===== config.mk =====
export PLATFORM = sky130hd
export DESIGN_NAME = cordic_arbiter
export DESIGN_NICKNAME = d
export VERILOG_FILES = /design/src/rtl/cordic_pkg.sv /design/src/rtl/rr_arbiter.sv /design/src/rtl/cordic_arbiter.sv
export SDC_FILE = /design/constraint.sdc
export NUM_CORES = 1
export LEC_CHECK = 0
export BUFFER_PORTS_ARGS = -buffer_cell sky130_fd_sc_hd__buf_2
export CORE_MARGIN = 10
export CORE_UTILIZATION = 42
export CTS_CLUSTER_SIZE = 25
export DETAILED_ROUTE_END_ITERATION = 7
export PLACE_DENSITY = 0.73
export SLEW_MARGIN = 20
export SYNTH_ARGS = -nofsm -noshare
export SYNTH_HDL_FRONTEND = slang
export SYNTH_SLANG_ARGS = --single-unit

===== constraint.sdc =====
create_clock -name clock -period 5 [get_ports clock]
set_input_delay 1 -clock clock [delete_from_list [all_inputs] [get_ports clock]]
set_output_delay 1 -clock clock [all_outputs]
set_load 0.01 [all_outputs]

===== src/rtl/cordic_pkg.sv =====
// Shared constants and FSM encoding for the CORDIC arbiter slice.
package cordic_pkg;

    localparam int W               = 12;
    localparam int FXP_SHIFT       = 10;
    localparam int TIMEOUT_DEFAULT = 255;
    localparam int WD_BITS         = 8;

    typedef enum logic [2:0] {
        IDLE,
        START,
        BUSY,
        DROP,
        RESP
    } state_t;

endpackage


===== src/rtl/rr_arbiter.sv =====
// Combinational round-robin pick: first valid index strictly after pointer, wrapping modulo NREQ.
module rr_arbiter #(
    parameter int NREQ = 4,
    parameter int IDW  = 2
) (
    input  logic [NREQ-1:0] valid,
    input  logic [IDW-1:0]  pointer,
    output logic            grant_any,
    output logic [IDW-1:0]  grant_idx,
    output logic [NREQ-1:0] grant_onehot
);

    function automatic logic [IDW-1:0] wrap_index(input logic [IDW-1:0] base, input int offset);
        int sum;
        sum = int'(base) + offset;
        if (sum >= NREQ) begin
            sum = sum - NREQ;
        end
        return IDW'(sum);
    endfunction

    logic [IDW-1:0]  cand [NREQ];
    logic [NREQ-1:0] hit;
    logic            found;

    // Candidate gi is the requester gi+1 places after the pointer, so slot 0 has top priority.
    genvar gi;
    generate
        for (gi = 0; gi < NREQ; gi++) begin : g_cand
            assign cand[gi] = wrap_index(pointer, gi + 1);
            assign hit[gi]  = valid[cand[gi]];
        end
    endgenerate

    always_comb begin
        grant_idx = '0;
        found     = 1'b0;
        for (int o = 0; o < NREQ; o++) begin
            if (hit[o] && !found) begin
                grant_idx = cand[o];
                found     = 1'b1;
            end
        end
    end

    assign grant_any    = |hit;
    assign grant_onehot = grant_any ? (NREQ'(1) << grant_idx) : '0;

endmodule


===== src/rtl/cordic_arbiter.sv =====
// Shares one start/ready CORDIC core between NREQ requesters with round-robin grant,
// tagged responses and a watchdog that resets a hung core.
module cordic_arbiter
    import cordic_pkg::*;
#(
    parameter int NREQ    = 4,
    parameter int W       = cordic_pkg::W,
    parameter int IDW     = 2,
    parameter int TIMEOUT = TIMEOUT_DEFAULT
) (
    input  logic              clock,
    input  logic              reset,
    input  logic [NREQ-1:0]   req_valid,
    input  logic [NREQ*W-1:0] req_angle,
    output logic [NREQ-1:0]   req_ready,
    output logic              resp_valid,
    input  logic              resp_ready,
    output logic [IDW-1:0]    resp_id,
    output logic [W-1:0]      resp_sin,
    output logic [W-1:0]      resp_cos,
    output logic              resp_err,
    output logic              core_start,
    output logic              core_reset,
    output logic [W-1:0]      core_angle,
    input  logic              core_ready,
    input  logic [W-1:0]      core_sin,
    input  logic [W-1:0]      core_cos,
    output logic              busy
);

    localparam logic [WD_BITS-1:0] WD_LAST = WD_BITS'(TIMEOUT - 1);

    state_t              state_reg;
    logic [IDW-1:0]      ptr_reg;
    logic [NREQ-1:0]     req_ready_reg;
    logic [IDW-1:0]      id_reg;
    logic [W-1:0]        angle_reg;
    logic [W-1:0]        sin_reg;
    logic [W-1:0]        cos_reg;
    logic                err_reg;
    logic                core_reset_reg;
    logic [WD_BITS-1:0]  wd_reg;

    logic                grant_any;
    logic [IDW-1:0]      grant_idx;
    logic [NREQ-1:0]     grant_onehot;
    logic [W-1:0]        angle_of [NREQ];

    genvar gi;
    generate
        for (gi = 0; gi < NREQ; gi++) begin : g_angle
            assign angle_of[gi] = req_angle[gi*W +: W];
        end
    endgenerate

    rr_arbiter #(
        .NREQ (NREQ),
        .IDW  (IDW)
    ) u_rr (
        .valid        (req_valid),
        .pointer      (ptr_reg),
        .grant_any    (grant_any),
        .grant_idx    (grant_idx),
        .grant_onehot (grant_onehot)
    );

    always_ff @(posedge clock) begin
        if (reset) begin
            state_reg      <= IDLE;
            ptr_reg        <= IDW'(NREQ - 1);
            req_ready_reg  <= '0;
            id_reg         <= '0;
            angle_reg      <= '0;
            sin_reg        <= '0;
            cos_reg        <= '0;
            err_reg        <= 1'b0;
            core_reset_reg <= 1'b0;
            wd_reg         <= '0;
        end else begin
            req_ready_reg  <= '0;
            core_reset_reg <= 1'b0;
            case (state_reg)
                IDLE: begin
                    if (grant_any) begin
                        req_ready_reg <= grant_onehot;
                        angle_reg     <= angle_of[grant_idx];
                        id_reg        <= grant_idx;
                        ptr_reg       <= grant_idx;
                        wd_reg        <= '0;
                        state_reg     <= START;
                    end
                end
                START, BUSY: begin
                    // Ready is only trusted in BUSY, i.e. after the core has dropped a stale done flag.
                    if (state_reg == BUSY && core_ready) begin
                        sin_reg   <= core_sin;
                        cos_reg   <= core_cos;
                        err_reg   <= 1'b0;
                        state_reg <= DROP;
                    end else if (wd_reg == WD_LAST) begin
                        core_reset_reg <= 1'b1;
                        sin_reg        <= '0;
                        cos_reg        <= '0;
                        err_reg        <= 1'b1;
                        state_reg      <= RESP;
                    end else begin
                        wd_reg <= wd_reg + WD_BITS'(1);
                        if (state_reg == START && !core_ready) begin
                            state_reg <= BUSY;
                        end
                    end
                end
                DROP: begin
                    state_reg <= RESP;
                end
                RESP: begin
                    if (resp_ready) begin
                        state_reg <= IDLE;
                    end
                end
                default: begin
                    state_reg <= IDLE;
                end
            endcase
        end
    end

    assign req_ready  = req_ready_reg;
    assign resp_valid = (state_reg == RESP);
    assign resp_id    = id_reg;
    assign resp_sin   = sin_reg;
    assign resp_cos   = cos_reg;
    assign resp_err   = err_reg;
    assign core_start = (state_reg == START) || (state_reg == BUSY);
    assign core_reset = core_reset_reg;
    assign core_angle = angle_reg;
    assign busy       = (state_reg != IDLE);

endmodule


==> run_summary.xml <==
<?xml version="1.0" encoding="UTF-8"?>
<metrics>
  <group name="pwr">
    <metric name="internal-power" unit="mW">1.12</metric>
    <metric name="proportion_of_power_drawn_by_combinational_gates" unit="%">37.8</metric>
    <metric name="p_clk_share" unit="%">26.5</metric>
    <metric name="static-leakage-power" unit="nW">1.58</metric>
    <metric name="finalPower" unit="mW">1.77</metric>
    <metric name="power.sequential.fraction" unit="%">35.7</metric>
    <metric name="irDropWorstVdd" unit="mV">0.237</metric>
    <metric name="power.net_switching" unit="uW">649</metric>
    <metric name="p_sw_share" unit="%">36.7</metric>
    <metric name="power_density" unit="nW/um2">495</metric>
  </group>
  <group name="global_routing">
    <metric name="via_count_of_the_first_global_routing_pass" unit="">2635</metric>
    <metric name="grt_pass1_wl" unit="um">12500</metric>
    <metric name="grt_remaining_overflow" unit="">0</metric>
    <metric name="grt_usage" unit="%">14.9</metric>
    <metric name="grt_max_degree" unit="">40</metric>
    <metric name="antenna_found_initial" unit="">0</metric>
  </group>
  <group name="timing">
    <metric name="grt_setup_unrepaired" unit="">false</metric>
    <metric name="timing.max_slew.rel_slack" unit="%">45.2</metric>
    <metric name="timing.final.setup_violations" unit="">0</metric>
    <metric name="timing.final.crit_share" unit="%">52.0</metric>
    <metric name="timing.hold.ws" unit="ps">456</metric>
    <metric name="fmax" unit="MHz">384</metric>
    <metric name="final.min_clock_period" unit="ps">2600</metric>
    <metric name="max_slew.worst_pin.slew" unit="ps">822</metric>
    <metric name="fin_clk_skew" unit="ps">8.18</metric>
    <metric name="total_negative_setup_slack" unit="ps">0</metric>
    <metric name="hold_viol" unit="">0</metric>
    <metric name="fin_ws" unit="ps">2400</metric>
    <metric name="final_max_tran_viols" unit="">0</metric>
  </group>
  <group name="synth">
    <metric name="syn_avg_cell_area" unit="um2">8.84</metric>
    <metric name="complex_gate_fraction_of_the_synthesized_area" unit="%">24.0</metric>
    <metric name="synth-edff-count" unit="">0</metric>
    <metric name="synthMuxAreaShare" unit="%">9.73</metric>
    <metric name="post_synth_xor_area_fraction" unit="%">0.326</metric>
    <metric name="synth_simple_gate_area_share" unit="%">17.7</metric>
    <metric name="top_area_cells_in_the_synthesized_netlist" unit="">sky130_fd_sc_hd__dfxtp_1 42%, sky130_fd_sc_hd__mux2i_1 9.3%, sky130_fd_sc_hd__a21oi_1 7.6%</metric>
    <metric name="synth.yosys.seq_area_share" unit="%">42.5</metric>
    <metric name="synthAdderAreaFrac" unit="%">0.932</metric>
    <metric name="post_synth_instance_area" unit="um2">2690</metric>
    <metric name="post-synth-top-area-cell" unit="">sky130_fd_sc_hd__dfxtp_1</metric>
    <metric name="yosysUniqueCellTypes" unit="">48</metric>
    <metric name="synth_fp_nets" unit="">386</metric>
    <metric name="ys_ff_latch" unit="">57</metric>
    <metric name="async_reset_ff_share" unit="%">0</metric>
    <metric name="synthesis.yosys.warnings" unit="">0</metric>
    <metric name="post_synth_inst_count" unit="">304</metric>
    <metric name="synth_top_area_share" unit="%">42.5</metric>
    <metric name="main_combinational_cell_family_by_area_after_synthesis" unit="">compound AO/OA/AOI/OAI gates</metric>
    <metric name="synth_ff_type" unit="">sky130_fd_sc_hd__dfxtp_1</metric>
  </group>
  <group name="critical_path">
    <metric name="path_buf_inv" unit="">3</metric>
    <metric name="crit_family" unit="">flip-flops</metric>
    <metric name="critical_path.endpoint_type" unit="">output port</metric>
    <metric name="criticalPathCategory" unit="">reg2out</metric>
    <metric name="cp.required" unit="ps">4000</metric>
    <metric name="timing.critical_path.slowest_cell_delay" unit="ps">530</metric>
    <metric name="crit_path_cell_trace" unit="">xor2_1 &gt; nand2_1 &gt; buf_4 &gt; inv_1 &gt; buf_2</metric>
    <metric name="worstPathArrival" unit="ps">1600</metric>
    <metric name="worstPathMaxFanout" unit="">27</metric>
    <metric name="timing.critical_path.slowest_stage_cell" unit="">sky130_fd_sc_hd__dfxtp_1</metric>
    <metric name="startpoint_type" unit="">flop</metric>
  </group>
  <group name="placement">
    <metric name="place_ws" unit="ps">2110</metric>
    <metric name="total_of_buffers_placed_on_input_and_output_ports" unit="">126</metric>
    <metric name="gp_congestion" unit="">0.808</metric>
    <metric name="placed_cells_incl_taps" unit="">487</metric>
    <metric name="placement.cell_area" unit="um2">3350</metric>
    <metric name="dp_hpwl" unit="um">6040</metric>
  </group>
  <group name="clocking">
    <metric name="root_buffer" unit="">sky130_fd_sc_hd__clkbuf_8</metric>
    <metric name="clock_slew_at_reported_path_ffs" unit="ps">60</metric>
    <metric name="cts_num_sinks" unit="">57</metric>
    <metric name="count_of_cells_resized_by_post_cts_repair" unit="">0</metric>
    <metric name="total_number_of_h_tree_levels" unit="">3</metric>
    <metric name="clock_latency" unit="ps">320</metric>
    <metric name="tritoncts_clock_tree" unit="">yes</metric>
    <metric name="cts_inserted_buffers" unit="">9</metric>
    <metric name="cts.path.max_buffers" unit="">2</metric>
    <metric name="holdBufCountCts" unit="">0</metric>
    <metric name="postCtsSetupBuffers" unit="">0</metric>
  </group>
  <group name="floorplan">
    <metric name="initial_utilization" unit="%">42.8</metric>
    <metric name="core_region_area" unit="um2">6280</metric>
    <metric name="ports" unit="">127</metric>
    <metric name="placementRows" unit="">29</metric>
    <metric name="die_height" unit="um">100</metric>
    <metric name="dieWidth" unit="um">100</metric>
    <metric name="floorplan.die_area" unit="um2">10000</metric>
  </group>
  <group name="detailed_routing">
    <metric name="drtIter0Drc" unit="">120</metric>
    <metric name="via_count_normalized_by_instance_count" unit="">5.22</metric>
    <metric name="totalWireLength" unit="um">7930</metric>
    <metric name="vias" unit="">2625</metric>
    <metric name="drcViolationCount" unit="">0</metric>
    <metric name="drtPass1Iterations" unit="">6</metric>
    <metric name="ant_nets" unit="">0</metric>
    <metric name="wire_per_inst" unit="um">15.8</metric>
  </group>
  <group name="cells_and_area">
    <metric name="fin_nets" unit="">503</metric>
    <metric name="final_util" unit="%">57.0</metric>
    <metric name="fillerInstances" unit="">579</metric>
    <metric name="layout-area-overhead-vs-synth" unit="%">33.2</metric>
    <metric name="antenna_cells" unit="">0</metric>
    <metric name="postLayoutCellArea" unit="um2">3580</metric>
    <metric name="layout.cells.non_filler" unit="">503</metric>
    <metric name="final_layout_size_suffix_gt1_share" unit="%">37.8</metric>
  </group>
  <group name="status">
    <metric name="status" unit="">finished clean</metric>
  </group>
  <group name="hold_path">
    <metric name="hold_path.class" unit="">reg2reg</metric>
  </group>
  <group name="run">
    <metric name="maxCapViolations" unit="">0</metric>
  </group>
</metrics>
area by class of cell:
cell class | count | area (um2) | share of cell area, %
Clock buffer | 11 | 141 | 3.95
Sequential cell | 57 | 1140 | 31.9
Tap cell | 77 | 96.3 | 2.69
Inverter | 5 | 18.8 | 0.525
Timing Repair Buffer | 129 | 653 | 18.3
Multi-Input combinational cell | 219 | 1450 | 40.5
Clock inverter | 5 | 78.8 | 2.20
tightest hold or removal path, stage by stage (launching register included):
cell and delay, ps:
sky130_fd_sc_hd__dfxtp_1 310, sky130_fd_sc_hd__nand2_1 50, sky130_fd_sc_hd__a21oi_1 50
placed cells by master (no fill, tap or decap), drive strengths merged, types with 2 or more instances in the layout:
cell type,count
buf,129
nor3b,2
or4,5
o21ai,28
a21oi,41
or3,2
and4,2
nand3,2
clkinv,3
a311oi,2
nand4,3
mux2i,25
clkbuf,11
nand2b,8
ha,2
dfxtp,57
or2,2
o31ai,6
inv,5
nand3b,2
nor2,7
o221ai,12
nor3,3
bufinv,2
nand2,46
synthesized netlist by cell type (all sizes together), types with 2 or more instances:
cell    instances
o221ai         12
nand2b          8
a311oi          2
buf             7
mux2i          25
inv             5
or2             2
and4            2
nor3            3
nor3b           2
clkbuf         16
o21ai          28
or4             5
nand2          46
or3             2
nand3           2
nand3b          2
dfxtp          57
a21oi          41
nand4           3
nor2            7
o31ai           6
ha              2
path summary, 6_finish.rpt:
| check | startpoint | to | slack, ps | cells past startpoint |
|---|---|---|---|---|
| setup / recovery | state_reg[1] | core_start | 2400 | 5 |
| setup reg to reg | state_reg[0] | core_angle[11] | 2740 | 5 |
| hold reg to reg | resp_id[0] | resp_id[0] | 460 | 2 |
| hold / removal | resp_id[0] | resp_id[0] | 460 | 2 |
kinds of logic (layout without fill, tap and decap cells):
kind of cell             after synthesis  count (layout)
XOR/XNOR                               1               1
AND/OR/NAND/NOR                       91              91
flip-flops                            57              57
multiplexers                          26              26
adder cells (fa/ha/maj)                2               2
buffers and inverters                 28             150
AO/OA/AOI/OAI                         99              99
routing by layer:
metal	routed length [um]	up-vias	global-route usage, %
met4	34	0	5.00
met3	867	4	7.55
met5	0	-	0
met2	3630	98	23.9
met1	3390	1181	16.9
li1	-	1342	-
power by group through the flow:
| stage | clock network [mW] | registers [mW] | logic, mW |
|---|---|---|---|
| 6_report | 0.470 | 0.631 | 0.669 |
| 5_1_grt | 0.505 | 0.645 | 0.738 |
| 2_1_floorplan | 0 | 0.646 | 0.442 |
| 3_5_place_dp | 0 | 0.640 | 0.674 |
| 3_3_place_gp | 0 | 0.637 | 0.660 |
| 4_1_cts | 0.485 | 0.631 | 0.674 |
Note: power is estimated with default switching activity, not from simulation.
